### config.mk
export PLATFORM = sky130hd
export DESIGN_NAME = dis_wei
export DESIGN_NICKNAME = d
export VERILOG_FILES = /design/src/rtl/dis_wei_pkg.sv /design/src/rtl/wei_pack_fifo.sv /design/src/rtl/dis_wei.sv
export SDC_FILE = /design/constraint.sdc
export NUM_CORES = 1
export LEC_CHECK = 0
export CORE_ASPECT_RATIO = 0.7
export CORE_UTILIZATION = 49
export DETAILED_ROUTE_END_ITERATION = 6
export GPL_ROUTABILITY_DRIVEN = 0
export HOLD_SLACK_MARGIN = 0.08
export PLACE_DENSITY = 0.76
export SLEW_MARGIN = 15
export SYNTH_ARGS = -nofsm -noshare
export SYNTH_HDL_FRONTEND = slang
export SYNTH_SLANG_ARGS = --single-unit
### constraint.sdc
create_clock -name clk -period 2.3 [get_ports clk]
set_clock_uncertainty 0.05 [all_clocks]
set_input_delay 0.46 -clock clk [delete_from_list [all_inputs] [get_ports clk]]
set_output_delay 0.46 -clock clk [all_outputs]
set_load 0.1 [all_outputs]
### src/rtl/dis_wei_pkg.sv
// Shared definitions for the weight distributor: default widths, FSM
// encoding and small sizing helpers.
package dis_wei_pkg;

  localparam int DEF_GBF_DW = 96;
  localparam int DEF_GBF_AW = 10;
  localparam int DEF_WPB    = 3;
  localparam int DEF_BLK_W  = 8;
  localparam int NUMPEC     = 16;
  // Prefetch depth: one block on display, one block staged behind it.
  localparam int NUM_ENT    = 2;

  typedef enum logic [1:0] {
    ST_IDLE = 2'd0,
    ST_FILL = 2'd1,
    ST_HOLD = 2'd2
  } wei_state_e;

  // Width of a counter over 0..n-1, never narrower than one bit.
  function automatic int idx_w(input int n);
    return (n > 1) ? $clog2(n) : 1;
  endfunction

endpackage

### src/rtl/wei_pack_fifo.sv
// Two-entry wide FIFO. The tail entry is built one GBF word at a time; the
// last word pushes it. Head entry drives the PEC weight word directly.
module wei_pack_fifo
  import dis_wei_pkg::*;
#(
  parameter int DW  = DEF_GBF_DW,
  parameter int WPB = DEF_WPB,
  parameter int IW  = idx_w(WPB)
) (
  input  logic              clk,
  input  logic              rst_n,
  input  logic              i_flush,
  input  logic              i_wr_en,
  input  logic [IW-1:0]     i_wr_idx,
  input  logic              i_wr_last,
  input  logic [DW-1:0]     i_wr_data,
  input  logic              i_pop,
  output logic              o_vld,
  output logic [DW*WPB-1:0] o_data
);

  logic [1:0][WPB-1:0][DW-1:0] r_mem;
  logic [1:0]                  r_vld;
  logic                        r_wp;
  logic                        r_rp;
  logic                        w_push;
  logic                        w_pop;

  // A push into an occupied slot would overwrite a pending block; the
  // credit scheme upstream never allows it, the guard keeps order intact.
  assign w_push = i_wr_en & i_wr_last & ~r_vld[r_wp];
  assign w_pop  = i_pop & r_vld[r_rp];

  // Slice write into the tail entry as each word comes back from SRAM.
  always_ff @(posedge clk or negedge rst_n) begin
    if (!rst_n) begin
      r_mem <= '0;
    end else if (i_wr_en && !i_flush) begin
      r_mem[r_wp][i_wr_idx] <= i_wr_data;
    end
  end

  // Valid bits and pointers; push and pop touch different entries.
  always_ff @(posedge clk or negedge rst_n) begin
    if (!rst_n) begin
      r_vld <= '0;
      r_wp  <= 1'b0;
      r_rp  <= 1'b0;
    end else if (i_flush) begin
      r_vld <= '0;
      r_wp  <= 1'b0;
      r_rp  <= 1'b0;
    end else begin
      if (w_push) begin
        r_vld[r_wp] <= 1'b1;
        r_wp        <= ~r_wp;
      end
      if (w_pop) begin
        r_vld[r_rp] <= 1'b0;
        r_rp        <= ~r_rp;
      end
    end
  end

  assign o_vld  = r_vld[r_rp];
  assign o_data = r_mem[r_rp];

endmodule

### src/rtl/dis_wei.sv
// Weight distributor: streams fixed-size weight blocks out of GBFWEI in a
// loop, packs each into one wide word and keeps up to two blocks ready for
// CTRLWEI so a fetch never waits on SRAM latency.
module dis_wei
  import dis_wei_pkg::*;
#(
  parameter int GBF_DW = DEF_GBF_DW,
  parameter int GBF_AW = DEF_GBF_AW,
  parameter int WPB    = DEF_WPB,
  parameter int BLK_W  = DEF_BLK_W
) (
  input  logic                  clk,
  input  logic                  rst_n,
  input  logic                  sta,
  input  logic                  stop,
  input  logic [GBF_AW-1:0]     cfg_base,
  input  logic [BLK_W-1:0]      cfg_nblk,
  output logic                  gbf_rd_en,
  output logic [GBF_AW-1:0]     gbf_rd_addr,
  input  logic [GBF_DW-1:0]     gbf_rd_data,
  input  logic                  plsfetch,
  output logic                  rdy_wei,
  output logic [GBF_DW*WPB-1:0] wei_data,
  output logic                  busy
);

  localparam int IW = idx_w(WPB);

  wei_state_e        r_state;
  wei_state_e        w_state_nxt;

  logic [GBF_AW-1:0] r_base;
  logic [BLK_W-1:0]  r_nblk;
  logic [BLK_W-1:0]  r_blk_idx;
  logic [GBF_AW-1:0] r_blk_addr;
  logic [IW-1:0]     r_widx;
  // Blocks owned by the buffer: valid entries plus the block being read.
  logic [1:0]        r_alloc;
  // Read return tracking: SRAM data is valid one cycle after the strobe.
  logic              r_rd_vld;
  logic [IW-1:0]     r_rd_widx;

  logic              w_rd_en;
  logic              w_first;
  logic              w_last;
  logic              w_pop;
  logic              w_head_vld;
  logic              w_wr_last;
  logic [1:0]        w_alloc_nxt;
  logic [IW-1:0]     w_widx_nxt;
  logic [BLK_W-1:0]  w_nblk_eff;

  assign w_rd_en    = (r_state == ST_FILL);
  assign w_first    = w_rd_en && (r_widx == '0);
  assign w_last     = w_rd_en && (r_widx == IW'(WPB - 1));
  // Fetches while nothing is on display are preload pulses; drop them.
  assign w_pop      = plsfetch & w_head_vld;
  assign w_alloc_nxt = r_alloc + 2'(w_first) - 2'(w_pop);
  assign w_widx_nxt = w_last ? '0 : (w_rd_en ? r_widx + 1'b1 : r_widx);
  assign w_nblk_eff = (cfg_nblk == '0) ? BLK_W'(1) : cfg_nblk;
  assign w_wr_last  = r_rd_vld && (r_rd_widx == IW'(WPB - 1));

  // State register.
  always_ff @(posedge clk or negedge rst_n) begin
    if (!rst_n) r_state <= ST_IDLE;
    else        r_state <= w_state_nxt;
  end

  // Next state: stay in FILL while a block is mid-read or credit remains;
  // park in HOLD once two blocks are owned and no block is open.
  always_comb begin
    w_state_nxt = r_state;
    if (stop) begin
      w_state_nxt = ST_IDLE;
    end else if (sta) begin
      w_state_nxt = ST_FILL;
    end else begin
      case (r_state)
        ST_IDLE: w_state_nxt = ST_IDLE;
        ST_FILL, ST_HOLD: begin
          if ((w_alloc_nxt == 2'(NUM_ENT)) && (w_widx_nxt == '0))
            w_state_nxt = ST_HOLD;
          else
            w_state_nxt = ST_FILL;
        end
        default: w_state_nxt = ST_IDLE;
      endcase
    end
  end

  // Address walk, credit accounting and read-return tracking.
  always_ff @(posedge clk or negedge rst_n) begin
    if (!rst_n) begin
      r_base     <= '0;
      r_nblk     <= '0;
      r_blk_idx  <= '0;
      r_blk_addr <= '0;
      r_widx     <= '0;
      r_alloc    <= '0;
      r_rd_vld   <= 1'b0;
      r_rd_widx  <= '0;
    end else if (stop) begin
      r_base     <= '0;
      r_nblk     <= '0;
      r_blk_idx  <= '0;
      r_blk_addr <= '0;
      r_widx     <= '0;
      r_alloc    <= '0;
      r_rd_vld   <= 1'b0;
      r_rd_widx  <= '0;
    end else if (sta) begin
      // Restart drops any read still in flight by clearing its tag.
      r_base     <= cfg_base;
      r_nblk     <= w_nblk_eff;
      r_blk_idx  <= '0;
      r_blk_addr <= cfg_base;
      r_widx     <= '0;
      r_alloc    <= '0;
      r_rd_vld   <= 1'b0;
      r_rd_widx  <= '0;
    end else begin
      r_alloc   <= w_alloc_nxt;
      r_widx    <= w_widx_nxt;
      r_rd_vld  <= w_rd_en;
      r_rd_widx <= r_widx;
      if (w_last) begin
        if (r_blk_idx == r_nblk - 1'b1) begin
          r_blk_idx  <= '0;
          r_blk_addr <= r_base;
        end else begin
          r_blk_idx  <= r_blk_idx + 1'b1;
          r_blk_addr <= r_blk_addr + GBF_AW'(WPB);
        end
      end
    end
  end

  wei_pack_fifo #(
    .DW  (GBF_DW),
    .WPB (WPB),
    .IW  (IW)
  ) u_fifo (
    .clk       (clk),
    .rst_n     (rst_n),
    .i_flush   (sta | stop),
    .i_wr_en   (r_rd_vld),
    .i_wr_idx  (r_rd_widx),
    .i_wr_last (w_wr_last),
    .i_wr_data (gbf_rd_data),
    .i_pop     (w_pop),
    .o_vld     (w_head_vld),
    .o_data    (wei_data)
  );

  assign gbf_rd_en   = w_rd_en;
  assign gbf_rd_addr = w_rd_en ? (r_blk_addr + GBF_AW'(r_widx)) : '0;
  assign rdy_wei     = w_head_vld;
  assign busy        = (r_state != ST_IDLE);

endmodule
### Word-level counts from Yosys, hierarchy flattened

Index checks and enable logic that the tools add are counted.
Widths: inputs -> output; s select.

* bits of input ports: 119
* bits in latches: 0
* logic and storage cells: 117
* memories: 0
* RAM bits: 0
* bits in registers: 625
* ROM bits: 0

* add/sub/neg operators: 7
* divide/modulo/power cells: 0
* $mul: 0
* eq/ne operators: 6
* shifts and indexed selects: 0
* multiplexer cells: 51
* reduce and logical (&&, ||, !) cells: 18
* bitwise operators: 11
* order comparisons: 6

Operator list (count)
* $mux 288: 3
* $bwmux 576: 1
* $demux 288 s1: 1
* $demux 96 s2: 1
* $mux 96: 1
* $mux 10: 7
* $mux 8: 7
* $mux 2: 16
* $mux 1: 12
* $add 10x2->10: 1
* $add 10x2->10 const B: 1
* $add 8x1->8 const B: 1
* $eq 2x2->1 const B: 4
* $eq 8x8->1: 1
* $logic_and 1x1->1: 8
* $logic_not 8->1: 1
* $reduce_bool 2->1: 4
* $sub 8x1->8 const B: 1
* $and 1x1->1: 4
* $logic_not 2->1: 2
* $lt 1x2->1 const B: 2
* $lt 2x3->1 const B: 1
* $not 1->1: 3
* $reduce_bool 3->1: 1
* 13 further kinds: 15

### Logic depth before layout (Yosys ltp)

* depth in word-level cells: 10
* depth in mapped cells: 13
* depth with buffers taken out: 11

### Modules after synthesis

A second synthesis with hierarchy kept.

* cell total of the unflattened synthesis: 1860
* area total of the unflattened synthesis: 27827.9 µm²

Modules (own cells, without submodules)
* wei_pack_fifo: seq. area each 14513.9 µm², cells an instance 1561, area an instance 25017.7 µm², times used 1
* dis_wei: seq. area each 1126.1 µm², cells an instance 299, area an instance 2810.2 µm², times used 1

### Worst setup path after synthesis

Ideal clock, no wire load.

* kind: flip-flop to output port
* start: reg r_state[1]
* end: out gbf_rd_addr[7]
* required time: 1790 ps
* path buffers: 2
* setup slack: -2201 ps
* data arrival time: 3991 ps
* cell stages (with the launch flop): 6
* cells stage by stage: dfrtp_1 -> inv_1 -> ha_1 -> clkbuf_1 -> clkbuf_1 -> a21boi_0

* word-level cells in the longest chain between the ends: 2

RTL lines
* start, declared: line dis_wei.sv:29 `wei_state_e r_state;`
* start signal, assigned: line dis_wei.sv:66 `else r_state <= w_state_nxt;`
* $eq 2x1->1: line dis_wei.sv:53 `assign w_rd_en = (r_state == ST_FILL);`
* via gbf_rd_en: line dis_wei.sv:18 `output logic gbf_rd_en,`
* $mux 10: line dis_wei.sv:156 `assign gbf_rd_addr = w_rd_en ? (r_blk_addr + GBF_AW'(r_widx)) : '0;`
* end, declared: line dis_wei.sv:19 `output logic [GBF_AW-1:0] gbf_rd_addr,`

The timed path passes the listed nets, and every way through them passes these cells.

### Worst setup path in the final report

* start: reg r_widx[1]
* end: out gbf_rd_addr[7]

* word-level cells in the longest chain between the ends: 2

RTL lines
* start, declared: line dis_wei.sv:36 `logic [IW-1:0] r_widx;`
* start signal, assigned: line dis_wei.sv:123 `r_widx <= w_widx_nxt;`
* $add 10x2->10: line dis_wei.sv:156
* $mux 10: line dis_wei.sv:156

No other way between the ends.

==> results.yml <==
status:
  status: "finished, violations left"
  violations: "setup timing"
sta:
  tightest_slew_ns: 0.595
  finalSetupTns_ns: -113.63
  rsz0062_at_grt: "true"
  finalSetupViolations: 300
  final_max_slew_viol_count: 0
  post-route-period-util_pct: 122
  slew_headroom_pct: 60.4
  period_minus_slack_ns: 2.81
  fmax_mhz: 356
  setup_ws_ns: -0.513
  final_hold_viol_count: 0
  holdWs_ns: 0.298
critical_path:
  cp.arrival_ns: 2.30
  crit_fanout: 5
  worstSetupPathType: "flip-flop to output pin"
  path_cells: "ha_4 -> a21o_1 -> nand2_2 -> or3_4 -> a21boi_4 -> buf_12"
  crit_path_max_incr_delay_ns: 0.44
  critPathLaunchType: "flip-flop"
  reg2reg_slack_ns: -0.24
  rr_startpoint: "u_fifo.r_rp"
  required_ns: 1.79
  slowest_stage: "dfrtp_2"
  startpoint: "r_widx[1]"
  crit_path_end_kind: "output pin"
  r2r_cells: 11
grt:
  grt_usage_pct: 26.3
  gr-total-overflow: 0
  grt_max_degree: 95
  antenna_found_initial: 0
  grt_pass1_wl_um: 117000
  grt_pass1_vias: 19378
placement:
  placed_area_mm2: 0.0369
  hpwlAfterDp_um: 50100
  dp_slack_ns: -0.225
  placed_cells: 3024
  io_buffers: 419
synthesis:
  synth_area_leader_cell: "dfrtp_1"
  synth_most_common_cell: "mux2_2"
  synth_edf_count: 0
  syn_area_per_cell_um2: 14.8
  yosysWarnings: 0
  synthCells: 1862
  synth_nets: 1993
  async_flop_share_pct: 100
  synth_top_area_share_pct: 56.7
  synthTopCellsByArea: "dfrtp_1 57%, mux2_2 35%, mux2i_1 0.98%"
  synth-seq-cells: 625
  synthTopCellsByCount: "865 x mux2_2, 625 x dfrtp_1, 45 x clkbuf_1"
  syn-cell-area_mm2: 0.0276
  synthDistinctLibCells: 50
  ys.flop_type: "dfrtp_1"
  ys_seq_area_share_pct: 56.7
floorplanning:
  die_y_um: 201
  num_rows: 72
  dieArea_mm2: 0.0573
  initial_core_util_pct: 49.8
  io_pins: 420
  coreArea_mm2: 0.0554
  dieWidth_um: 286
clock_network:
  worst_setup_hold_path_clk_slew_ns: 0.06
  clockBufferDepth: 3
  cts_made_buffers: 57
  htreeDepth: 2
  cts.sinks: 625
  insertion_delay_ns: 0.60
  cts-root-buf: "clkbuf_16"
  cts_tree: "yes"
route:
  num_vias: 17960
  drtIter0Drc: 824
  wl_per_cell_um: 24.9
  ant_nets: 0
  first_pass_iters: 5
  viasPerCell: 5.59
  drt_wl_total_um: 79900
  drc: 0
finish:
  fillers: 3188
  design_area_mm2: 0.0410
  drive_above_1_share_pct: 60.9
  diodes: 0
  fin_cells: 3211
  syn_to_final_growth_pct: 48.5
  nets: 2557
run:
  max-cap-violations: 0
power:
  power_leakage_uw: 0.0196
  peakVddDrop_uv: 661
  power.density_mw_per_mm2: 738
hold_path:
  hold_path_class: "input pin to asynchronous set/reset pin"
==> power breakdown <==
group / switching [uW] / internal, uW
Combinational: 5290 / 3110
Clock: 4130 / 5880
Sequential: 316 / 11500
Total: 9740 / 20500
==> routing by layer <==
layer	vias up	GRT usage [%]	routed length, um
li1	7834	-	-
met1	9501	36.3	34300
met2	505	42.9	39500
met3	120	5.22	4340
met4	0	6.25	1810
met5	-	0	0
==> metrics by stage <==
stage / util (%) / power, uW
floorplan: - / 16800
global placement: 66.6 / 20100
detailed placement: 66.6 / 20300
CTS: 71.9 / 30300
global route: 74.0 / 31100
finish: 74.0 / 30300
==> worst max-delay path, delay by kind of cell (launching register included) <==
| family | cells | cell delay, ns |
|---|---|---|
| buffers and inverters | 1 | 0.20 |
| AND/OR/NAND/NOR | 2 | 0.48 |
| AO/OA/AOI/OAI | 2 | 0.34 |
| adder cells (fa/ha/maj) | 1 | 0.26 |
| flip-flops | 1 | 0.44 |
==> placed cells by master (no fill, tap or decap), types with 13 or more instances in the layout <==
| master | instances |
|---|---|
| mux2i_1 | 27 |
| xnor2_1 | 15 |
| nand2_1 | 17 |
| mux2_4 | 103 |
| clkdlybuf4s50_1 | 117 |
| nor2_1 | 36 |
| buf_6 | 20 |
| clkbuf_1 | 17 |
| a21oi_1 | 13 |
| buf_4 | 65 |
| clkbuf_16 | 79 |
| buf_12 | 376 |
| clkbuf_8 | 18 |
| dfrtp_1 | 619 |
| mux2_2 | 762 |
==> area by class of cell <==
class	count	area, um^2	share of cell area (%)
inverters	13	48.8	0.119
clock inverters	11	216	0.528
well taps	740	926	2.26
multi-input cells	1114	12100	29.5
clock buffers	93	1760	4.30
flip-flops and latches	625	15700	38.2
repair buffers	615	10300	25.1
==> path summary, 6_finish.rpt <==
check | to
max in group asynchronous | r_blk_addr[1]
setup / recovery | gbf_rd_addr[7]
hold / removal | u_fifo.r_mem[33]
setup reg to reg | r_state[0]
min in group clk | r_base[0]
hold reg to reg | u_fifo.r_mem[505]
==> registers in the layout, summed over array words and instances, names as in the netlist <==
signal	count
r_blk_addr	10
u_fifo.r_mem	576
u_fifo.r_wp	1
r_alloc	2
r_rd_widx	2
r_base	10
r_widx	2
u_fifo.r_rp	1
r_blk_idx	8
r_state	2
r_rd_vld	1
r_nblk	8
u_fifo.r_vld	2
==> logic make-up after synthesis <==
group,count (synthesis),share of synthesized area [%]
XOR/XNOR,30,0.952
multiplexers,892,36.3
AO/OA/AOI/OAI,59,1.42
buffers and inverters,123,1.92
AND/OR/NAND/NOR,121,2.22
adder cells (fa/ha/maj),12,0.571
flip-flops,625,56.7
==> what timing repair did <==
| action | in CTS | in global routing |
|---|---|---|
| gates resized for setup | 87 | 154 |
| hold buffers | 1 | 0 |
| endpoints found under the hold margin | 45 | 0 |
| setup endpoints to repair | 299 | 314 |
| pin swaps | 2 | 12 |
| gates cloned | 17 | 23 |
| setup buffers | 20 | 42 |
Note: power is estimated with default switching activity, not from simulation.
